`config.mk`:
```
export PLATFORM = sky130hd
export DESIGN_NAME = score_text_writer
export DESIGN_NICKNAME = d
export VERILOG_FILES = /design/src/rtl/text_pkg.sv /design/src/rtl/bin2bcd_step.sv /design/src/rtl/score_text_writer.sv
export SDC_FILE = /design/constraint.sdc
export NUM_CORES = 1
export LEC_CHECK = 0
export BUFFER_PORTS_ARGS = -buffer_cell sky130_fd_sc_hd__buf_2
export CAP_MARGIN = 20
export CORE_AREA = 2 2 84 86
export CTS_CLUSTER_DIAMETER = 200
export DETAILED_ROUTE_END_ITERATION = 10
export DIE_AREA = 0 0 86 88
export MAX_ROUTING_LAYER = met4
export PLACE_DENSITY = 0.75
export SYNTH_ARGS = -nofsm -noshare
export SYNTH_HDL_FRONTEND = slang
export SYNTH_HIERARCHICAL = 1
export SYNTH_SLANG_ARGS = --single-unit
```
`constraint.sdc`:
```
create_clock -name clk -period 2.53 [get_ports clk]
set_clock_uncertainty 0.05 [all_clocks]
set_input_delay 0.3795 -clock clk [delete_from_list [all_inputs] [get_ports clk]]
set_output_delay 0.3795 -clock clk [all_outputs]
set_load 0.01 [all_outputs]
```
`src/rtl/text_pkg.sv`:
```
// Shared text-path definitions used by the score writer and the text overlay
// renderer: character codes, line geometry and the writer FSM encoding.
package text_pkg;

    localparam logic [6:0] ASCII_ZERO = 7'h30;  // font ROM code for '0'
    localparam logic [6:0] CHAR_BLANK = 7'h00;  // font ROM code for an empty cell
    localparam int         LINE_COLS  = 32;     // columns per text line

    typedef enum logic [1:0] {
        S_IDLE,
        S_CONVERT,
        S_WRITE,
        S_DONE
    } state_t;

endpackage

```
`src/rtl/bin2bcd_step.sv`:
```
// One combinational double-dabble iteration.
//   bcd_in  : NUM_DIGITS packed BCD nibbles (LS nibble at bit 0)
//   bin_in  : remaining binary bits, MSB is shifted into the BCD field next
//   bcd_out : nibbles after the add-3 correction and a one-bit left shift
//   bin_out : binary register shifted left by one
module bin2bcd_step #(
    parameter int VALUE_W    = 14,
    parameter int NUM_DIGITS = 4
) (
    input  logic [NUM_DIGITS*4-1:0] bcd_in,
    input  logic [VALUE_W-1:0]      bin_in,
    output logic [NUM_DIGITS*4-1:0] bcd_out,
    output logic [VALUE_W-1:0]      bin_out
);

    logic [NUM_DIGITS*4-1:0] adj;
    logic                    unused_carry;

    for (genvar i = 0; i < NUM_DIGITS; i++) begin : g_nib
        assign adj[i*4 +: 4] = (bcd_in[i*4 +: 4] >= 4'd5) ? bcd_in[i*4 +: 4] + 4'd3
                                                          : bcd_in[i*4 +: 4];
    end

    // The top digit never exceeds 9 for a saturated input, so nothing is
    // lost off the top of the BCD field.
    assign unused_carry       = adj[NUM_DIGITS*4-1];
    assign {bcd_out, bin_out} = {adj[NUM_DIGITS*4-2:0], bin_in, 1'b0};

endmodule

```
`src/rtl/score_text_writer.sv`:
```
// Converts a binary score to decimal and writes the digits, MSD first, one
// per cycle into the text character RAM as font ROM codes.
//   clk, rst_n          : clock, asynchronous active-low reset
//   start               : request, honoured only when idle
//   value, base_addr    : score and column of its most-significant digit
//   busy, done          : busy from the cycle after accept; done pulses once
//   wr_en/wr_addr/wr_data : registered text RAM write port
module score_text_writer
    import text_pkg::*;
#(
    parameter int VALUE_W    = 14,
    parameter int NUM_DIGITS = 4,
    parameter int ADDR_W     = 5,
    parameter int BLANK_LZ   = 1
) (
    input  logic              clk,
    input  logic              rst_n,
    input  logic              start,
    input  logic [VALUE_W-1:0] value,
    input  logic [ADDR_W-1:0] base_addr,
    output logic              busy,
    output logic              done,
    output logic              wr_en,
    output logic [ADDR_W-1:0] wr_addr,
    output logic [6:0]        wr_data
);

    localparam int BCD_W   = NUM_DIGITS * 4;
    localparam int CNT_W   = $clog2(VALUE_W + 1);
    localparam int IDX_W   = $clog2(NUM_DIGITS + 1);
    localparam int MAX_VAL = 10**NUM_DIGITS - 1;

    state_t             state;
    logic [BCD_W-1:0]   bcd, bcd_step;
    logic [VALUE_W-1:0] bin, bin_step;
    logic [CNT_W-1:0]   bit_cnt;
    logic [IDX_W-1:0]   idx;
    logic [ADDR_W-1:0]  base;
    logic               seen_nz;   // a nonzero digit has already been written

    logic               sat;
    logic [BCD_W-1:0]   cur_bcd;
    logic [IDX_W-1:0]   cur_idx;
    logic               cur_seen;
    logic [3:0]         cur_digit;
    logic [6:0]         cur_char;
    logic [ADDR_W-1:0]  cur_addr;
    int                 sh;

    bin2bcd_step #(
        .VALUE_W    (VALUE_W),
        .NUM_DIGITS (NUM_DIGITS)
    ) u_step (
        .bcd_in  (bcd),
        .bin_in  (bin),
        .bcd_out (bcd_step),
        .bin_out (bin_step)
    );

    assign sat = 32'(value) > 32'(MAX_VAL);

    // The first digit is emitted on the same edge as the last conversion
    // step so the write burst starts right after CONVERT; it therefore reads
    // the step result directly instead of the registered BCD value.
    always_comb begin
        cur_bcd  = bcd;
        cur_idx  = idx;
        cur_seen = seen_nz;
        if (state == S_CONVERT) begin
            cur_bcd  = bcd_step;
            cur_idx  = '0;
            cur_seen = 1'b0;
        end
        sh = 0;
        if (cur_idx < IDX_W'(NUM_DIGITS))
            sh = 4 * (NUM_DIGITS - 1 - int'(cur_idx));
        cur_digit = 4'(cur_bcd >> sh);
        cur_addr  = base + ADDR_W'(cur_idx);
        if (BLANK_LZ != 0 && !cur_seen && cur_digit == 4'd0 &&
            cur_idx != IDX_W'(NUM_DIGITS - 1))
            cur_char = CHAR_BLANK;
        else
            cur_char = ASCII_ZERO + {3'b000, cur_digit};
    end

    always_ff @(posedge clk or negedge rst_n) begin
        if (!rst_n) begin
            state   <= S_IDLE;
            bcd     <= '0;
            bin     <= '0;
            bit_cnt <= '0;
            idx     <= '0;
            base    <= '0;
            seen_nz <= 1'b0;
            busy    <= 1'b0;
            done    <= 1'b0;
            wr_en   <= 1'b0;
            wr_addr <= '0;
            wr_data <= '0;
        end else begin
            case (state)
                S_IDLE: begin
                    if (start) begin
                        bin     <= sat ? VALUE_W'(MAX_VAL) : value;
                        bcd     <= '0;
                        bit_cnt <= CNT_W'(VALUE_W);
                        base    <= base_addr;
                        idx     <= '0;
                        seen_nz <= 1'b0;
                        busy    <= 1'b1;
                        state   <= S_CONVERT;
                    end
                end
                S_CONVERT: begin
                    bcd     <= bcd_step;
                    bin     <= bin_step;
                    bit_cnt <= bit_cnt - 1'b1;
                    if (bit_cnt == CNT_W'(1)) begin
                        wr_en   <= 1'b1;
                        wr_addr <= cur_addr;
                        wr_data <= cur_char;
                        seen_nz <= (cur_digit != 4'd0);
                        idx     <= IDX_W'(1);
                        state   <= S_WRITE;
                    end
                end
                S_WRITE: begin
                    if (idx == IDX_W'(NUM_DIGITS)) begin
                        wr_en   <= 1'b0;
                        wr_addr <= '0;
                        wr_data <= '0;
                        done    <= 1'b1;
                        state   <= S_DONE;
                    end else begin
                        wr_addr <= cur_addr;
                        wr_data <= cur_char;
                        seen_nz <= seen_nz | (cur_digit != 4'd0);
                        idx     <= idx + 1'b1;
                    end
                end
                S_DONE: begin
                    done  <= 1'b0;
                    busy  <= 1'b0;
                    state <= S_IDLE;
                end
                default: state <= S_IDLE;
            endcase
        end
    end

endmodule

```
=== After elaboration in Yosys (flattened, before gate mapping) ===
Index checks and enable logic that the tools add are counted.

* Add/subtract/negate cells: 9
* Magnitude comparators: 6
* Equal/unequal tests: 10
* Shifts and indexed selects: 1
* Multiplexer cells: 41
* Bitwise logic cells: 1
* Reduce and logical (&&, ||, !) cells: 19

{| class="wikitable"
|+ Operator list
! cell !! count
|-
| two-way mux 16 bit || 2
|-
| two-way mux 32 bit || 1
|-
| one-hot mux 16 bit (2 select lines) || 1
|-
| right shift 16 x 32 -> 4 bit || 1
|-
| two-way mux 14 bit || 2
|-
| one-hot mux 14 bit (2 select lines) || 1
|-
| two-way mux 7 bit || 3
|-
| >= comparator 4 x 3 -> 1 bit, second input constant || 4
|-
| two-way mux 4 bit || 4
|-
| two-way mux 3 bit || 5
|-
| greater-than comparator 14 bit, second input constant || 1
|-
| one-hot mux 7 bit (2 select lines) || 1
|-
| adder 4 x 2 -> 4 bit, second input constant || 3
|-
| two-way mux 5 bit || 2
|-
| one-hot mux 5 bit (2 select lines) || 1
|-
| AND reduction 2 bit || 5
|-
| one-hot mux 3 bit (3 select lines) || 1
|-
| two-way mux 1 bit || 8
|-
| one-hot mux 2 bit (4 select lines) || 1
|-
| one-hot mux 4 bit (2 select lines) || 1
|-
| nonzero test 2 bit || 4
|-
| adder 6 x 4 -> 7 bit, first input constant || 1
|-
| two-way mux 2 bit || 3
|-
| != test 2 bit, second input constant || 3
|-
| 23 further kinds || 28
|}

* Bits in registers: 60
* Input bits: 22
* Output and inout port bits: 15
* Logic and storage cells: 99

=== Depth between registers and ports, before layout ===
* Depth after elaboration: 11
* Mapped depth: 13
* Mapped depth without buffers: 10

=== By module ===
The synthesis kept the hierarchy.

{| class="wikitable"
|+ By module, submodules not included
! module !! instances !! cells each !! area each (sq um)
|-
| score_text_writer || 1 || 296 || 2967.8
|-
| bin2bcd_step || 1 || 76 || 501.7
|}

=== Worst setup path before layout ===
No wires, ideal clock.

* Path type: register to register
* From: register state[0]
* To: register wr_addr[4]
* Setup time: 0.121 ns
* Arrival: 2.355 ns
* Data required time: 2.359 ns
* Slack: 0.004 ns
* Cell stages (with the launch flop): 13
* Path buffers: 3
* Period minus slack after synthesis: 2.526 ns
* Cells stage by stage: dfrtp_1 ha_1 buf_2 buf_2 buf_1 nor2_1 ha_1 inv_1 fa_1 nor2b_1 o21ai_0 xnor2_1 a22o_1

* Longest elaborated chain between the ends: 5
* Elaborated cells between the ends (all ways): 10

{| class="wikitable"
|+ Ends and longest elaborated chain
! element !! RTL line !! source
|-
| start: declaration || score_text_writer.sv:33 || <nowiki>state_t state;</nowiki>
|-
| start signal: assignment || score_text_writer.sv:88 || <nowiki>state <= S_IDLE;</nowiki>
|-
| start signal: assignment || score_text_writer.sv:111 || <nowiki>state <= S_CONVERT;</nowiki>
|-
| start signal: assignment || score_text_writer.sv:124 || <nowiki>state <= S_WRITE;</nowiki>
|-
| == test 2 x 1 -> 1 bit || score_text_writer.sv:69, score_text_writer.sv:101 ||
|-
| two-way mux 3 bit || score_text_writer.sv:69 || <nowiki>if (state == S_CONVERT) begin</nowiki>
|-
| adder 5 x 3 -> 5 bit || score_text_writer.sv:78 || <nowiki>cur_addr = base + ADDR_W'(cur_idx);</nowiki>
|-
| two-way mux 5 bit (on tied branches) || score_text_writer.sv:128, score_text_writer.sv:118 ||
|-
| one-hot mux 5 bit (2 select lines) || score_text_writer.sv:101 || <nowiki>case (state)</nowiki>
|-
| end signal: assignment || score_text_writer.sv:120 || <nowiki>wr_addr <= cur_addr;</nowiki>
|-
| end signal: assignment || score_text_writer.sv:135 || <nowiki>wr_addr <= cur_addr;</nowiki>
|-
| end: declaration || score_text_writer.sv:24 || <nowiki>output logic [ADDR_W-1:0] wr_addr,</nowiki>
|}

Several ways; a longest one is shown, not always the timed one. The select of a mux whose other input is x is not followed.
A chain may end at the register's enable or synchronous reset.

=== Worst setup path in the final report ===
* From: register state[1]
* To: register wr_addr[4]

Same word-level chain as after synthesis.

==> impl_metrics.yaml <==
yosys:
  synth.distinct_cells: 45
  postSynth.asyncResetShare: 1.00
  netlist_area_sq_mm: 0.00347
  synthFlopType: "sky130_fd_sc_hd__dfrtp_1"
  synth.top_cells.by_area: "sky130_fd_sc_hd__dfrtp_1 42%, sky130_fd_sc_hd__ha_1 6.9%, sky130_fd_sc_hd__a22o_1 5.8%"
  synth_top_cell_by_area: "sky130_fd_sc_hd__dfrtp_1"
  synth.top_cell.area_share: 0.418
  synthesized_netlist_net_count: 414
  synth-edff-count: 0
  post_synth.cell_area_avg_sq_um: 9.33
  synth_seq_area_share: 0.418
  yosys_register_bits: 58
  synth_warnings: 6
  post_synthesis_cell_count: 372
clocking:
  clockRootBuffer: "sky130_fd_sc_hd__clkbuf_8"
  clk_latency_ns: 0.34
  clkSlewWorstSetupHoldPaths_ns: 0.07
  post_cts_resized: 0
  ctsLongestPathBuffers: 2
  holdBufCountCts: 1
  cts_tree: "built"
  cts.htree.levels: 3
  postCtsSetupBuffers: 0
  clock_sink_total: 58
  numCtsBuffers: 9
power:
  irDropWorstVdd_uv: 328
  power_switching_share: 0.409
  power.density_cell_area_mw_per_mm2: 1160
  power_frac_clock: 0.208
  internal_power_w: 0.00263
  power_frac_seq: 0.346
  proportion_of_power_drawn_by_combinational_gates: 0.446
  power_switching_w: 0.00182
  p_leak_nw: 1.78
cells_and_area:
  num-nets-final: 436
  num_antenna_cells: 0
  layout.area.seq_sq_mm: 0.00145
  share_of_final_layout_standard_cells_stronger_than_drive_strength_1: 0.173
  multi_input_comb_area_sq_mm: 0.00172
  area_delta_synth_final_pct: 10.2
  final_cell_area_sq_mm: 0.00382
  fill_cells: 571
placement:
  routabilityCongestion: 0.872
  hpwl_mm: 4.82
  placed_area_sq_mm: 0.00360
  port_buffers: 35
worst_setup_path:
  critical_path_buffers_and_inverters: 2
  path_cells: "inv_1, ha_1, nor2_1, ha_1, inv_1, fa_1, nor2b_1, o21ai_0, xnor2_1, a22o_1"
  critPathCaptureType: "register"
  critical-path-top-delay-family: "adder cells"
  highest_cell_delay_on_the_worst_timing_path_ns: 0.40
  cp_data_required_time_ns: 2.70
  cpMaxStageDelayCell: "sky130_fd_sc_hd__fa_1"
  cp_data_arrival_time_ns: 2.35
  critical_path.max_fanout: 4
  timing.critical_path.from_type: "register"
  setup.worst_path.class: "register to register"
die:
  die_h_um: 88
  die_width_um: 86
  area_of_the_die_sq_mm: 0.00757
  io_pins: 37
  placement_rows: 30
  initial_core_util: 0.522
  core_sq_mm: 0.00664
global_routing:
  grt_util_met3: 0.0396
  grt_most_used_layer: "met2"
  grt_pass1_vias: 2526
  globalRouteOverflowTotal: 0
  grt_antenna_before_repair: 0
  globalRouteMet2Util: 0.312
  grt_start_max_net_pins: 59
  grt_util_met1: 0.268
  grt_use_total: 0.204
  global_route_wire_length_before_repair_mm: 11.8
hold_path:
  timing.hold.worst.class: "input port to register"
route:
  drt_pass1_iterations: 5
  postRouteAntennaNets: 0
  detail_route.iter0.violations: 178
  route.final.wire_length_mm: 7.09
  detail_route.vias_per_cell: 5.61
  detailroute.via_count: 2680
  detail_route.wl_per_cell_um: 14.8
  drc_violations_left: 0
sta:
  timing_hold_violations_final: 0
  timing.max_slew.rel_slack: 0.580
  fmax_ghz: 0.461
  layout_worst_path_cycle_share: 0.858
  timing_max_transition_violations_final: 0
  setup_total_negative_slack_ns: 0
  timing.final.setup_violations: 0
  timing_worst_slew_pin_value_ns: 0.630
  fin_crit_ns: 2.17
  rsz0062_at_grt: "false"
run_status:
  outcome: "finished clean"
flow_run:
  cap_viol_max_count: 0
## synth_stat cells, drive strengths merged (8+ instances only)
cell type   n
buf        28
a221oi      8
nor2       33
ha         19
nand2b     13
a22o       23
inv        24
nand2      39
a21oi      19
o21ai      28
dfrtp      58
mux2i      10
## flip-flops by register name (all words and copies together), names as in the netlist, 2 cells and up
register,cells
base,5
idx,3
bit_cnt,4
wr_data,5
bcd,16
bin,14
state,2
wr_addr,5
## power groups by stage
| stage | Clock, W | Combinational [W] | Sequential, W |
|---|---|---|---|
| 6_report | 0.000924 | 0.00198 | 0.00154 |
| 5_1_grt | 0.000972 | 0.00226 | 0.00158 |
| 4_1_cts | 0.000936 | 0.00199 | 0.00154 |
| 3_5_place_dp | 0 | 0.00197 | 0.00156 |
| 3_3_place_gp | 0 | 0.00190 | 0.00154 |
| 2_1_floorplan | 0 | 0.00161 | 0.00152 |
## worst paths after layout
| kind | startpoint | cells after the start | to | slack, ns |
|---|---|---|---|---|
| hold reg to reg | wr_addr[2]$_DFFE_PN0P_ | 2 | wr_addr[2]$_DFFE_PN0P_ | 0.42 |
| max in group asynchronous | rst_n | 3 | bcd[6]$_DFFE_PN0P_ | 1.64 |
| min in group asynchronous | rst_n | 3 | wr_addr[1]$_DFFE_PN0P_ | 0.51 |
| hold / removal | base_addr[3] | 2 | base[3]$_DFFE_PN0P_ | 0.22 |
| setup reg to reg | state[1]$_DFFE_PN0P_ | 10 | wr_addr[4]$_DFFE_PN0P_ | 0.36 |
| setup / recovery | state[1]$_DFFE_PN0P_ | 10 | wr_addr[4]$_DFFE_PN0P_ | 0.36 |
## per-stage QoR
stage / setup WS (ns) / util / instances / total power (W) / hold WS [ns]
detailed placement: 0.392 / 0.543 / 462 / 0.00353 / 0.355
floorplan: 0.00429 / - / 372 / 0.00313 / 0.0339
CTS: 0.369 / 0.575 / 478 / 0.00446 / 0.210
finish: 0.359 / 0.575 / 478 / 0.00444 / 0.219
global placement: 0.484 / 0.543 / 462 / 0.00344 / 0.355
global route: 0.246 / 0.575 / 478 / 0.00481 / 0.217
## logic make-up (layout without fill, tap and decap cells)
| logic type | Yosys count | after routing | share of synthesized area |
|---|---|---|---|
| compound gates | 106 | 106 | 0.212 |
| xor+xnor | 7 | 7 | 0.0177 |
| fa+ha+maj | 20 | 20 | 0.0743 |
| buf+inv | 57 | 83 | 0.0873 |
| flops | 58 | 58 | 0.418 |
| mux | 15 | 15 | 0.0451 |
| other cells | 2 | 2 | 0.00216 |
| simple gates | 107 | 107 | 0.144 |
## cell usage in the layout (no fill, tap or decap), drive strengths merged, types with 7 or more instances in the layout
cell / n
a22o: 23
o21ai: 28
nand2: 39
inv: 24
buf: 43
a221oi: 8
nor2: 33
nand2b: 13
mux2i: 10
a21oi: 19
ha: 19
dfrtp: 58
o22ai: 7
clkbuf: 10
xnor2: 7
## cell type report
cell class / instances / area share
Tap cell: 80 / 0.0262
Multi-Input combinational cell: 257 / 0.449
Sequential cell: 58 / 0.380
Clock inverter: 5 / 0.0209
Inverter: 24 / 0.0236
Clock buffer: 10 / 0.0334
Timing Repair Buffer: 44 / 0.0674
## routing by layer
layer	part of all wire	vias to the layer above
met5	0	-
met4	0.012	0
met3	0.031	7
met2	0.50	53
met1	0.46	1290
li1	-	1330
Power figures use the tool's default switching activity.
